<file path="src/rtl/mipi_csi_rx_packet_decoder_param.sv">
// ---------------------------------------------------------------------------
// mipi_csi_rx_packet_decoder_param
//
// Purpose: strips CSI-2 packet framing from the lane-aligned byte stream in
// the mipi byte-clock domain. It finds the sync beat and gathers the 4-byte
// header over 4/LANES beats. Long RAW packets whose data type and virtual
// channel are accepted are forwarded to the depacker with per-byte valids.
// The frame and line short packets are decoded into single-cycle pulses.
// Truncated packets and rejected long packets are flagged.
//
// Ports:
//   clk_i              mipi byte clock
//   reset_n_i          asynchronous active-low reset
//   data_valid_i       lane-aligned data valid
//   data_i             lane bytes, lane0 in [7:0] (earliest in stream order)
//   output_valid_o     payload beat valid (one cycle after the input beat)
//   data_o             payload bytes, same lane order as data_i
//   byte_valid_o       per-lane byte valid, partial only on the final beat
//   packet_start_o     pulse with the first payload beat
//   packet_end_o       pulse with the last payload beat
//   packet_length_o    word count of the current long packet
//   packet_type_o      data type of the current long packet
//   vc_o               virtual channel of the last accepted packet
//   frame_start_o / frame_end_o / line_start_o / line_end_o
//                      short-packet pulses (DT 0x00/0x01/0x02/0x03)
//   frame_number_o     WC field of the last FS/FE packet
//   err_truncated_o    pulse: data_valid_i dropped inside a header or payload
//   err_unsupported_o  pulse: long packet rejected by data type or VC
// ---------------------------------------------------------------------------
module mipi_csi_rx_packet_decoder_param #(
  parameter int unsigned LANES         = 4,
  parameter int unsigned MIPI_GEAR     = 8,
  parameter logic [7:0]  RAW_TYPE_MASK = 8'b0011_1000,
  parameter bit          VC_ANY        = 1'b1,
  parameter logic [1:0]  VC_SEL        = 2'd0
) (
  input  logic                       clk_i,
  input  logic                       reset_n_i,
  input  logic                       data_valid_i,
  input  logic [MIPI_GEAR*LANES-1:0] data_i,
  output logic                       output_valid_o,
  output logic [MIPI_GEAR*LANES-1:0] data_o,
  output logic [LANES-1:0]           byte_valid_o,
  output logic                       packet_start_o,
  output logic                       packet_end_o,
  output logic [15:0]                packet_length_o,
  output logic [5:0]                 packet_type_o,
  output logic [1:0]                 vc_o,
  output logic                       frame_start_o,
  output logic                       frame_end_o,
  output logic                       line_start_o,
  output logic                       line_end_o,
  output logic [15:0]                frame_number_o,
  output logic                       err_truncated_o,
  output logic                       err_unsupported_o
);

  localparam int unsigned W         = MIPI_GEAR * LANES;
  localparam int unsigned HDR_BEATS = 4 / LANES;
  localparam logic [1:0]  HDR_LAST  = 2'(HDR_BEATS - 1);
  localparam logic [15:0] LANES16   = 16'(LANES);

  typedef enum logic [1:0] {IDLE, HDR, PAYLOAD, SKIP} state_e;

  state_e      state_q;
  logic [1:0]  hdrCnt_q;
  logic [31:0] hdr_q;
  logic [31:0] hdr_d;
  logic [15:0] rem_q;
  logic        firstBeat_q;

  logic [5:0]       dt;
  logic [1:0]       vc;
  logic [15:0]      wc;
  logic             vcOk;
  logic             longAcc;
  logic             isSync;
  logic             lastBeat;
  logic [LANES-1:0] byteValid_d;

  // Header bytes shift in from the top so that after HDR_BEATS beats the
  // earliest byte (DI) sits in [7:0]. With 4 lanes this is just data_i.
  assign hdr_d = 32'({data_i, hdr_q} >> W);

  assign dt   = hdr_d[5:0];
  assign vc   = hdr_d[7:6];
  assign wc   = hdr_d[23:8];
  assign vcOk = VC_ANY || (vc == VC_SEL);

  // RAW types live at 0x28..0x2F. The low three DT bits index the accept mask.
  assign longAcc = (dt[5:3] == 3'b101) && RAW_TYPE_MASK[dt[2:0]] && vcOk;

  assign isSync   = data_valid_i && (data_i == {LANES{8'hB8}});
  assign lastBeat = (rem_q <= LANES16);

  // Lane i carries a real byte while more than i bytes remain. This equals
  // (1 << min(rem, LANES)) - 1.
  always_comb begin
    byteValid_d = '0;
    for (int i = 0; i < int'(LANES); i++) begin
      byteValid_d[i] = (rem_q > 16'(i));
    end
  end

  always_ff @(posedge clk_i or negedge reset_n_i) begin
    if (!reset_n_i) begin
      state_q           <= IDLE;
      hdrCnt_q          <= '0;
      hdr_q             <= '0;
      rem_q             <= '0;
      firstBeat_q       <= 1'b0;
      output_valid_o    <= 1'b0;
      data_o            <= '0;
      byte_valid_o      <= '0;
      packet_start_o    <= 1'b0;
      packet_end_o      <= 1'b0;
      packet_length_o   <= '0;
      packet_type_o     <= '0;
      vc_o              <= '0;
      frame_start_o     <= 1'b0;
      frame_end_o       <= 1'b0;
      line_start_o      <= 1'b0;
      line_end_o        <= 1'b0;
      frame_number_o    <= '0;
      err_truncated_o   <= 1'b0;
      err_unsupported_o <= 1'b0;
    end else begin
      output_valid_o    <= 1'b0;
      byte_valid_o      <= '0;
      packet_start_o    <= 1'b0;
      packet_end_o      <= 1'b0;
      frame_start_o     <= 1'b0;
      frame_end_o       <= 1'b0;
      line_start_o      <= 1'b0;
      line_end_o        <= 1'b0;
      err_truncated_o   <= 1'b0;
      err_unsupported_o <= 1'b0;

      case (state_q)
        IDLE: begin
          if (isSync) begin
            state_q  <= HDR;
            hdrCnt_q <= '0;
          end
        end

        HDR: begin
          if (!data_valid_i) begin
            err_truncated_o <= 1'b1;
            packet_length_o <= '0;
            packet_type_o   <= '0;
            state_q         <= IDLE;
          end else begin
            hdr_q    <= hdr_d;
            hdrCnt_q <= hdrCnt_q + 2'd1;
            if (hdrCnt_q == HDR_LAST) begin
              state_q <= IDLE;
              if (dt < 6'h10) begin
                // Short packets. Only FS/FE/LS/LE produce any output.
                if (vcOk && (dt <= 6'h03)) begin
                  vc_o <= vc;
                  case (dt[1:0])
                    2'd0:    frame_start_o <= 1'b1;
                    2'd1:    frame_end_o   <= 1'b1;
                    2'd2:    line_start_o  <= 1'b1;
                    default: line_end_o    <= 1'b1;
                  endcase
                  if (!dt[1]) begin
                    frame_number_o <= wc;
                  end
                end
              end else if (longAcc) begin
                packet_type_o   <= dt;
                packet_length_o <= wc;
                vc_o            <= vc;
                rem_q           <= wc;
                firstBeat_q     <= 1'b1;
                if (wc != 16'd0) begin
                  state_q <= PAYLOAD;
                end
              end else begin
                // A rejected long packet still occupies WC bytes that must be skipped.
                err_unsupported_o <= 1'b1;
                rem_q             <= wc;
                if (wc != 16'd0) begin
                  state_q <= SKIP;
                end
              end
            end
          end
        end

        PAYLOAD, SKIP: begin
          if (!data_valid_i) begin
            err_truncated_o <= 1'b1;
            packet_length_o <= '0;
            packet_type_o   <= '0;
            state_q         <= IDLE;
          end else begin
            if (state_q == PAYLOAD) begin
              output_valid_o <= 1'b1;
              data_o         <= data_i;
              byte_valid_o   <= byteValid_d;
              packet_start_o <= firstBeat_q;
              packet_end_o   <= lastBeat;
              firstBeat_q    <= 1'b0;
            end
            if (lastBeat) begin
              rem_q   <= '0;
              state_q <= IDLE;
            end else begin
              rem_q <= rem_q - LANES16;
            end
          end
        end

        default: state_q <= IDLE;
      endcase
    end
  end

endmodule

</file>
<file path="config.mk">
export PLATFORM = sky130hd
export DESIGN_NAME = mipi_csi_rx_packet_decoder_param
export DESIGN_NICKNAME = d
export VERILOG_FILES = /design/src/rtl/mipi_csi_rx_packet_decoder_param.sv
export SDC_FILE = /design/constraint.sdc
export NUM_CORES = 1
export LEC_CHECK = 0
export ABC_AREA = 1
export ABC_CLOCK_PERIOD_IN_PS = 1700
export CAP_MARGIN = 20
export CELL_PAD_IN_SITES_DETAIL_PLACEMENT = 1
export CELL_PAD_IN_SITES_GLOBAL_PLACEMENT = 2
export CORE_UTILIZATION = 30
export CTS_BUF_LIST = sky130_fd_sc_hd__clkbuf_8
export DETAILED_ROUTE_END_ITERATION = 16
export GPL_ROUTABILITY_DRIVEN = 0
export PLACE_DENSITY_LB_ADDON = 0.1
export SYNTH_ARGS = -nofsm -noshare
export SYNTH_HDL_FRONTEND = slang
export SYNTH_SLANG_ARGS = --single-unit
</file>
<file path="constraint.sdc">
create_clock -name clk_i -period 1.7 [get_ports clk_i]
set_input_delay 0.425 -clock clk_i [delete_from_list [all_inputs] [get_ports clk_i]]
set_output_delay 0.425 -clock clk_i [all_outputs]
set_load 0.02 [all_outputs]
</file>
==> results by group, run 1 <==
Finish
  – Ant. Diodes: 0
  – Area grow syn2layout: 40.53%
  – Fin nets: 829
  – Finished Core Util: 43.43%
  – Share of layout cells above drive strength 1: 20.85%
  – Final std cells w/o fill: 1,016

STA
  – Sum of negative setup slack: 0 ns
  – Max Freq: 0.6213 GHz
  – Slew Limit Fails: 0
  – Post-route clock skew: 0.01411 ns
  – Actual slew at the worst max-slew pin: 0.5824 ns
  – Final hold violations: 0
  – Fin crit period: 1.609 ns
  – Finish-stage setup viols: 0
  – Crit share post-route: 94.68%
  – Worst slew margin: 61.17%

Setup path
  – Reg-to-reg endpoint: rem_q[0]$_DFFE_PN0P_
  – Critical Path AT: 1.90 ns
  – Max FO, Critical Path: 4
  – CP Launch Type: input port
  – CP top delay family: simple AND/OR/NAND/NOR gates
  – Top cell by count, worst path: nand2_1
  – CP Cell Sequence: clkdlybuf4s50_1, buf_4, nand2_1, inv_1, nand3_1, nor2_2, nand3_1, nand2_1, nand2_1, nand2_1, o21ai_0
  – R2R Setup Slk: 0.11 ns
  – Crit path largest cell delay: 0.50 ns
  – CP required: 1.99 ns
  – Crit path buf inv count: 3
  – Crit Path Class: input port to flop
  – Crit-path slowest cell: clkdlybuf4s50_1
  – Worst r2r path cells: 8
  – Crit end category: flop
  – Reg2reg start: rem_q[4]$_DFFE_PN0P_

Die
  – Core Rows: 47
  – DIE AREA: 17,670 um^2
  – Die Height: 132.9 um
  – Core ar.: 16,640 um^2
  – Die W: 132.9 um
  – Starting Density: 30.91%
  – I/O pins: 120

Global routing
  – Total gr overflow: 0
  – Pin count of the biggest net entering global routing: 107
  – Initial antenna violation count: 0
  – Vias in the first global route: 5,033
  – First-pass GRT wire length: 27,950 um
  – Tot GR Track Use: 20.85%

Clock network
  – Post CTS Setup Buffer Count: 0
  – CTS H-tree depth: 3
  – Clock transition at the registers of the reported paths: 0.11 ns
  – CTS Root Cell: clkbuf_8
  – CTS max path bufs: 2
  – Worst skew pair latency: 0.40 ns
  – Sink Count: 106
  – Hold buffer count at cts: 0
  – CTS Buf Count: 9
  – CTS tree: done

Routing
  – DRT iter0 DRCs: 235
  – Via count: 4,621
  – # DRC: 0
  – Routed wire length: 17,240 um
  – Vias/cell: 4.548
  – Routed Antenna Nets: 0
  – Wirelength per Cell: 16.97 um
  – Drt first pass iters: 4

Pwr
  – Worst VDD drop: 0.0005246 V
  – NetSw: 4.767 mW
  – Clock power share: 14.2%
  – Pleak: 3.847 nW
  – Sw frac: 44.04%
  – Pwr dens: 1497 nW/um^2
  – Int Pwr: 6.057 mW
  – Seq pwr share: 37.4%
  – Comb pwr share: 48.4%

Synthesis
  – Register area share after synthesis: 51.57%
  – YS warnings: 0
  – Synth Instances: 604
  – Predominant post-synthesis flop cell: dfrtp_1
  – Number of synthesized register bits: 106
  – Post-synth cell types: 34
  – Syn_area_per_cell: 8.516 um^2
  – EDFF count, synth: 0
  – Syn nets: 642
  – Synthesized area: 5144 um^2
  – Asr flop ratio synth: 100.0%

Place
  – Dpl hpwl: 13,390 um
  – IO Port Bufs: 119
  – Placed Cells: 1,000

Job
  – MaxCap Viol Count: 0

Outcome
  – Status: complete, no violations

Hold path
  – Hold crit path type: input port to asynchronous set/reset pin
-- placed cells by master (no fill, tap or decap) --
cell type,n
o21ai_0,34
a21oi_2,1
xor2_1,7
inv_2,9
buf_12,6
xnor2_1,1
o211ai_1,1
a21boi_1,3
o21a_1,2
o31ai_2,10
a2bb2oi_1,2
inv_1,63
ha_1,2
inv_6,3
o21ai_1,15
nand4_1,4
clkinv_2,1
dlymetal6s2s_1,1
ha_4,1
nor2_2,11
inv_8,1
nor3_1,4
dlygate4sd2_1,85
nor2_4,6
inv_4,1
clkbuf_8,10
nor2_1,63
nand2_4,4
clkdlybuf4s50_1,32
dfrtp_1,106
nand2_2,9
o21ai_2,17
nand2_1,163
buf_4,73
nand3_1,27
nor4_1,1
nor3_2,1
nand3_4,2
a21oi_1,14
-- through the flow --
stage               total power, mW  hold WS, ns  area, um^2  worst slack, ns
finish                        10.82      0.08928        7228          0.09052
global route                  11.67       0.1308        7228       -0.0003497
CTS                           10.91       0.1174        7192          0.01635
detailed placement            9.814       0.4683        7117          -0.4189
global placement              9.635       0.4632        7117          -0.4004
floorplan                     7.104       0.1294        5144           0.2294
-- layout make-up --
| cell class | instances | area (um^2) |
|---|---|---|
| timing repair buffer | 197 | 1745 |
| sequential | 106 | 2653 |
| fill | 2012 | 9414 |
| multi-input combinational | 405 | 2098 |
| tap | 220 | 275.3 |
| clock buffer | 10 | 137.6 |
| inverter | 72 | 277.8 |
| clock inverter | 6 | 41.29 |
-- worst max path at each step --
stage                         start                       to  slack, ns  cells past startpoint
2_1_floorplan  rem_q[2]$_DFFE_PN0P_    rem_q[11]$_DFFE_PN0P_       0.23                      9
3_3_place_gp              data_i[5]  hdrCnt_q[0]$_DFFE_PN0P_      -0.40                     11
3_5_place_dp              data_i[5]  hdrCnt_q[0]$_DFFE_PN0P_      -0.42                     11
4_1_cts                   data_i[5]  hdrCnt_q[0]$_DFFE_PN0P_       0.02                     11
5_1_grt        rem_q[7]$_DFFE_PN0P_    rem_q[11]$_DFFE_PN0P_    -0.0003                      8
6_report                  data_i[5]  hdrCnt_q[0]$_DFFE_PN0P_       0.09                     11
-- timing repair --
item	CTS	global route
cloned	0	0
setup endpoints to repair	86	14
gates resized for setup	86	11
-- state kept, by name, indices dropped and copies added (netlist names), 2 cells and up --
name	count
packet_length_o	16
hdrCnt_q	2
packet_type_o	6
state_q	2
byte_valid_o	4
frame_number_o	16
data_o	32
rem_q	16
vc_o	2
-- per-layer routing --
| metal | vias up | wire length, um | share of wire, % | GRT usage [%] |
|---|---|---|---|---|
| li1 | 2277 | - | - | - |
| met1 | 2240 | 7727 | 45 | 26.97 |
| met2 | 89 | 8658 | 50 | 35.98 |
| met3 | 15 | 603 | 3.5 | 2.912 |
| met4 | 0 | 248 | 1.4 | 6.322 |
| met5 | - | 0 | 0 | 0 |
-- power groups by stage --
stage	clock, mW	combinational (mW)	sequential (mW)
after floorplan	0	2.34	4.76
after global placement	0	5.57	4.06
after detailed placement	0	5.71	4.11
after CTS	1.60	5.27	4.04
after global routing	1.69	5.79	4.18
final	1.54	5.24	4.05
-- cell families after synthesis --
| family | after synthesis | synth area share (%) |
|---|---|---|
| AO/OA/AOI/OAI | 99 | 12.77 |
| XOR/XNOR | 8 | 1.362 |
| adder cells (fa/ha/maj) | 3 | 0.7298 |
| buffers and inverters | 93 | 8.392 |
| flip-flops | 106 | 51.57 |
| AND/OR/NAND/NOR | 295 | 25.18 |
-- synthesized netlist by cell type, types with 2 or more instances --
| cell type | instances | area [um^2] |
|---|---|---|
| nand4_1 | 4 | 25.02 |
| buf_6 | 8 | 90.09 |
| nand3_1 | 27 | 135.1 |
| inv_2 | 8 | 30.03 |
| clkbuf_1 | 4 | 15.01 |
| xor2_1 | 7 | 61.31 |
| nor2_2 | 6 | 37.54 |
| nand3_4 | 2 | 35.03 |
| ha_1 | 3 | 37.54 |
| buf_4 | 2 | 15.01 |
| o21a_1 | 2 | 15.01 |
| nand2_4 | 4 | 45.04 |
| nand2_2 | 8 | 50.05 |
| buf_2 | 6 | 30.03 |
| a21boi_1 | 3 | 22.52 |
| a2bb2oi_1 | 2 | 17.52 |
| o31ai_2 | 10 | 125.1 |
| o21ai_1 | 15 | 75.07 |
| nor3_1 | 4 | 20.02 |
| nand2_1 | 164 | 615.6 |
| nor2_4 | 5 | 56.30 |
| dfrtp_1 | 106 | 2653 |
| nor2_1 | 69 | 259.0 |
| o21ai_2 | 17 | 148.9 |
| inv_1 | 62 | 232.7 |
| a21oi_1 | 15 | 75.07 |
| o21ai_0 | 34 | 170.2 |
Note: power is estimated with default switching activity, not from simulation.
==> run 2, diff against run 1 <==
--- a/constraint.sdc
+++ b/constraint.sdc
@@ -3,2 +3,2 @@
 set_output_delay 0.425 -clock clk_i [all_outputs]
-set_load 0.02 [all_outputs]
+set_load 0.01 [all_outputs]
==> run 2 against run 1 <==
Net effect: die area stayed put; combinational power down 9.5%; clock skew barely moved; critical path type unchanged; highest routed layer unchanged.
==> results by group, run 2 (synthesis gave the netlist of run 1 again) <==
Routing
  – Drt first pass iters: 4 (unchanged)
  – Vias/cell: 4.552 (about the same)
  – # DRC: 0 (unchanged)
  – Routed Antenna Nets: 0 (unchanged)
  – Wirelength per Cell: 16.99 um (+0.13%)
  – Via count: 4,625 (+0.087%)
  – Routed wire length: 17,260 um (+0.13%)
  – DRT iter0 DRCs: 234 (-0.43%)

Finish
  – Ant. Diodes: 0 (unchanged)
  – Design area: 7247 um^2 (+0.26%)
  – Biggest register: data_o
  – Most common cell after layout, fill and taps aside: nand2_1
  – Area grow syn2layout: 40.89%
  – Fill cell count: 2,005 (-0.35%)
  – Final std cells w/o fill: 1,016 (unchanged)
  – Largest register FFs: 32 (unchanged)
  – Fin nets: 829 (unchanged)
  – Finished Core Util: 43.55% (+0.11 points)
  – Share of layout cells above drive strength 1: 20.85% (unchanged)
  – Commonest cells after routing, fill and taps aside: nand2_1, dfrtp_1, dlygate4sd2_1, buf_4

Setup path
  – Top cell by count, worst path: nand2_1
  – Max FO, Critical Path: 4 (unchanged)
  – Crit Path Class: input port to flop
  – Crit end category: flop
  – CP top delay family: buffers and inverters
  – CP Launch Type: input port
  – CP required: 1.99 ns (about the same)
  – Critical path depth in cells: 11 (unchanged)
  – Worst r2r path cells: 8 (unchanged)
  – Crit-path slowest cell: clkdlybuf4s50_1
  – CP Cell Sequence: clkdlybuf4s50_1, buf_4, nand2_1, inv_1, nand3_1, nor2_2, nand3_1, nand2_1, nand2_1, nand2_1, o21ai_0
  – Critical Path AT: 1.90 ns (about the same)
  – Crit path largest cell delay: 0.50 ns (about the same)
  – Crit path buf inv count: 3 (unchanged)

Place
  – Placement Cell Area: 7117 um^2 (unchanged)
  – IO Port Bufs: 119 (unchanged)
  – Placed Cells: 1,000 (unchanged)
  – Pre-CTS setup slack: -0.4189 ns (unchanged)
  – Dpl hpwl: 13,390 um (unchanged)

Die
  – Core Rows: 47 (unchanged)
  – I/O pins: 120 (unchanged)
  – Core ar.: 16,640 um^2 (unchanged)
  – DIE AREA: 17,670 um^2 (unchanged)
  – Die W: 132.9 um (unchanged)
  – Die Height: 132.9 um (unchanged)
  – Starting Density: 30.91% (unchanged)

Pwr
  – Final total power: 10.32 mW (-4.6%)
  – Pleak: 3.913 nW (+1.7%)
  – Worst VDD drop: 0.0004885 V (-6.9%)
  – Pwr dens: 1425 nW/um^2 (-4.9%)

Global routing
  – First-pass GRT wire length: 27,950 um (unchanged)
  – Total gr overflow: 0 (unchanged)
  – Tot GR Track Use: 20.85% (unchanged)
  – Vias in the first global route: 5,033 (unchanged)
  – Initial antenna violation count: 0 (unchanged)
  – Pin count of the biggest net entering global routing: 107 (unchanged)

STA
  – Slew Limit Fails: 0 (unchanged)
  – Finish-stage setup viols: 0 (unchanged)
  – Fin Hold WS: 0.09327 ns (+0.003994 ns)
  – Setup ws final: 0.09450 ns (+0.003977 ns)
  – Post-route clock skew: 0.01410 ns (-0.000003900 ns)
  – Fin crit period: 1.606 ns (-0.003977 ns)
  – Max Freq: 0.6229 GHz (+0.25%)
  – Final hold violations: 0 (unchanged)
  – Worst slew margin: 61.15% (about the same)
  – Sum of negative setup slack: 0 ns (unchanged)
  – Actual slew at the worst max-slew pin: 0.5828 ns (+0.0003244 ns)
  – Crit share post-route: 94.44% (-0.23 points)

Clock network
  – CTS Buf Count: 9 (unchanged)
  – CTS tree: done
  – Clock transition at the registers of the reported paths: 0.11 ns (about the same)
  – CTS H-tree depth: 3 (unchanged)
  – Sink Count: 106 (unchanged)
  – Worst skew pair latency: 0.40 ns (about the same)
  – CTS Root Cell: clkbuf_8
  – CTS max path bufs: 2 (unchanged)

Hold path
  – Hold crit path type: input port to asynchronous set/reset pin

Outcome
  – Status: complete, no violations

Job
  – MaxCap Viol Count: 0 (unchanged)
[run 2: cell count changes in the layout (fill, tap and decap cells not counted), sizes merged]
cell / delta
dlygate4sd2: -5
dlymetal6s2s: +5
[run 2: cell type report]
class / count / area [um^2] / share of cell area (%)
well taps: 220 / 275.3 / 3.798
clock buffers: 10 / 137.6 / 1.899
repair buffers: 197 / 1764 / 24.34
flip-flops and latches: 106 / 2653 / 36.60
multi-input cells: 405 / 2098 / 28.95
clock inverters: 6 / 41.29 / 0.5698
inverters: 72 / 277.8 / 3.833
[run 2: repair_timing]
| action | in CTS | in global routing |
|---|---|---|
| hold endpoints to repair | 0 | 0 |
| buffers inserted | 0 | 0 |
| hold buffers | 0 | 0 |
| gates resized for setup | 81 | 16 |
| setup endpoints to repair | 81 | 19 |
[run 2: power by group]
part	internal (mW)	leakage (nW)	switching, mW
clock	0.583	0.102	0.953
sequential	3.41	1.36	0.645
combinational	2.07	2.46	2.66
total	6.06	3.91	4.26
[run 2: final timing paths]
| kind | startpoint | endpoint | slack, ns |
|---|---|---|---|
| min in group clk_i | data_o[2]$_DFFE_PN0P_ | data_o[2]$_DFFE_PN0P_ | 0.49 |
| worst max register to register | rem_q[4]$_DFFE_PN0P_ | rem_q[0]$_DFFE_PN0P_ | 0.11 |
| worst min-delay path | reset_n_i | data_o[5]$_DFFE_PN0P_ | 0.09 |
| worst min register to register | data_o[2]$_DFFE_PN0P_ | data_o[2]$_DFFE_PN0P_ | 0.49 |
| max in group asynchronous | reset_n_i | rem_q[7]$_DFFE_PN0P_ | 1.17 |
| worst max-delay path | data_i[5] | hdrCnt_q[0]$_DFFE_PN0P_ | 0.09 |
[run 2: per-layer routing]
metal | up-vias | track usage, % | wire length (um)
met2 | 87 | 35.98 | 8684
li1 | 2278 | - | -
met5 | - | 0 | 0
met4 | 0 | 6.322 | 248
met3 | 15 | 2.912 | 636
met1 | 2245 | 26.97 | 7692
==> run 3, diff against run 2 <==
Settings changed: CORE_MARGIN set to 1.
==> results of run 3 <==
The final DEF is identical to that of run 2; final timing and power are the same.
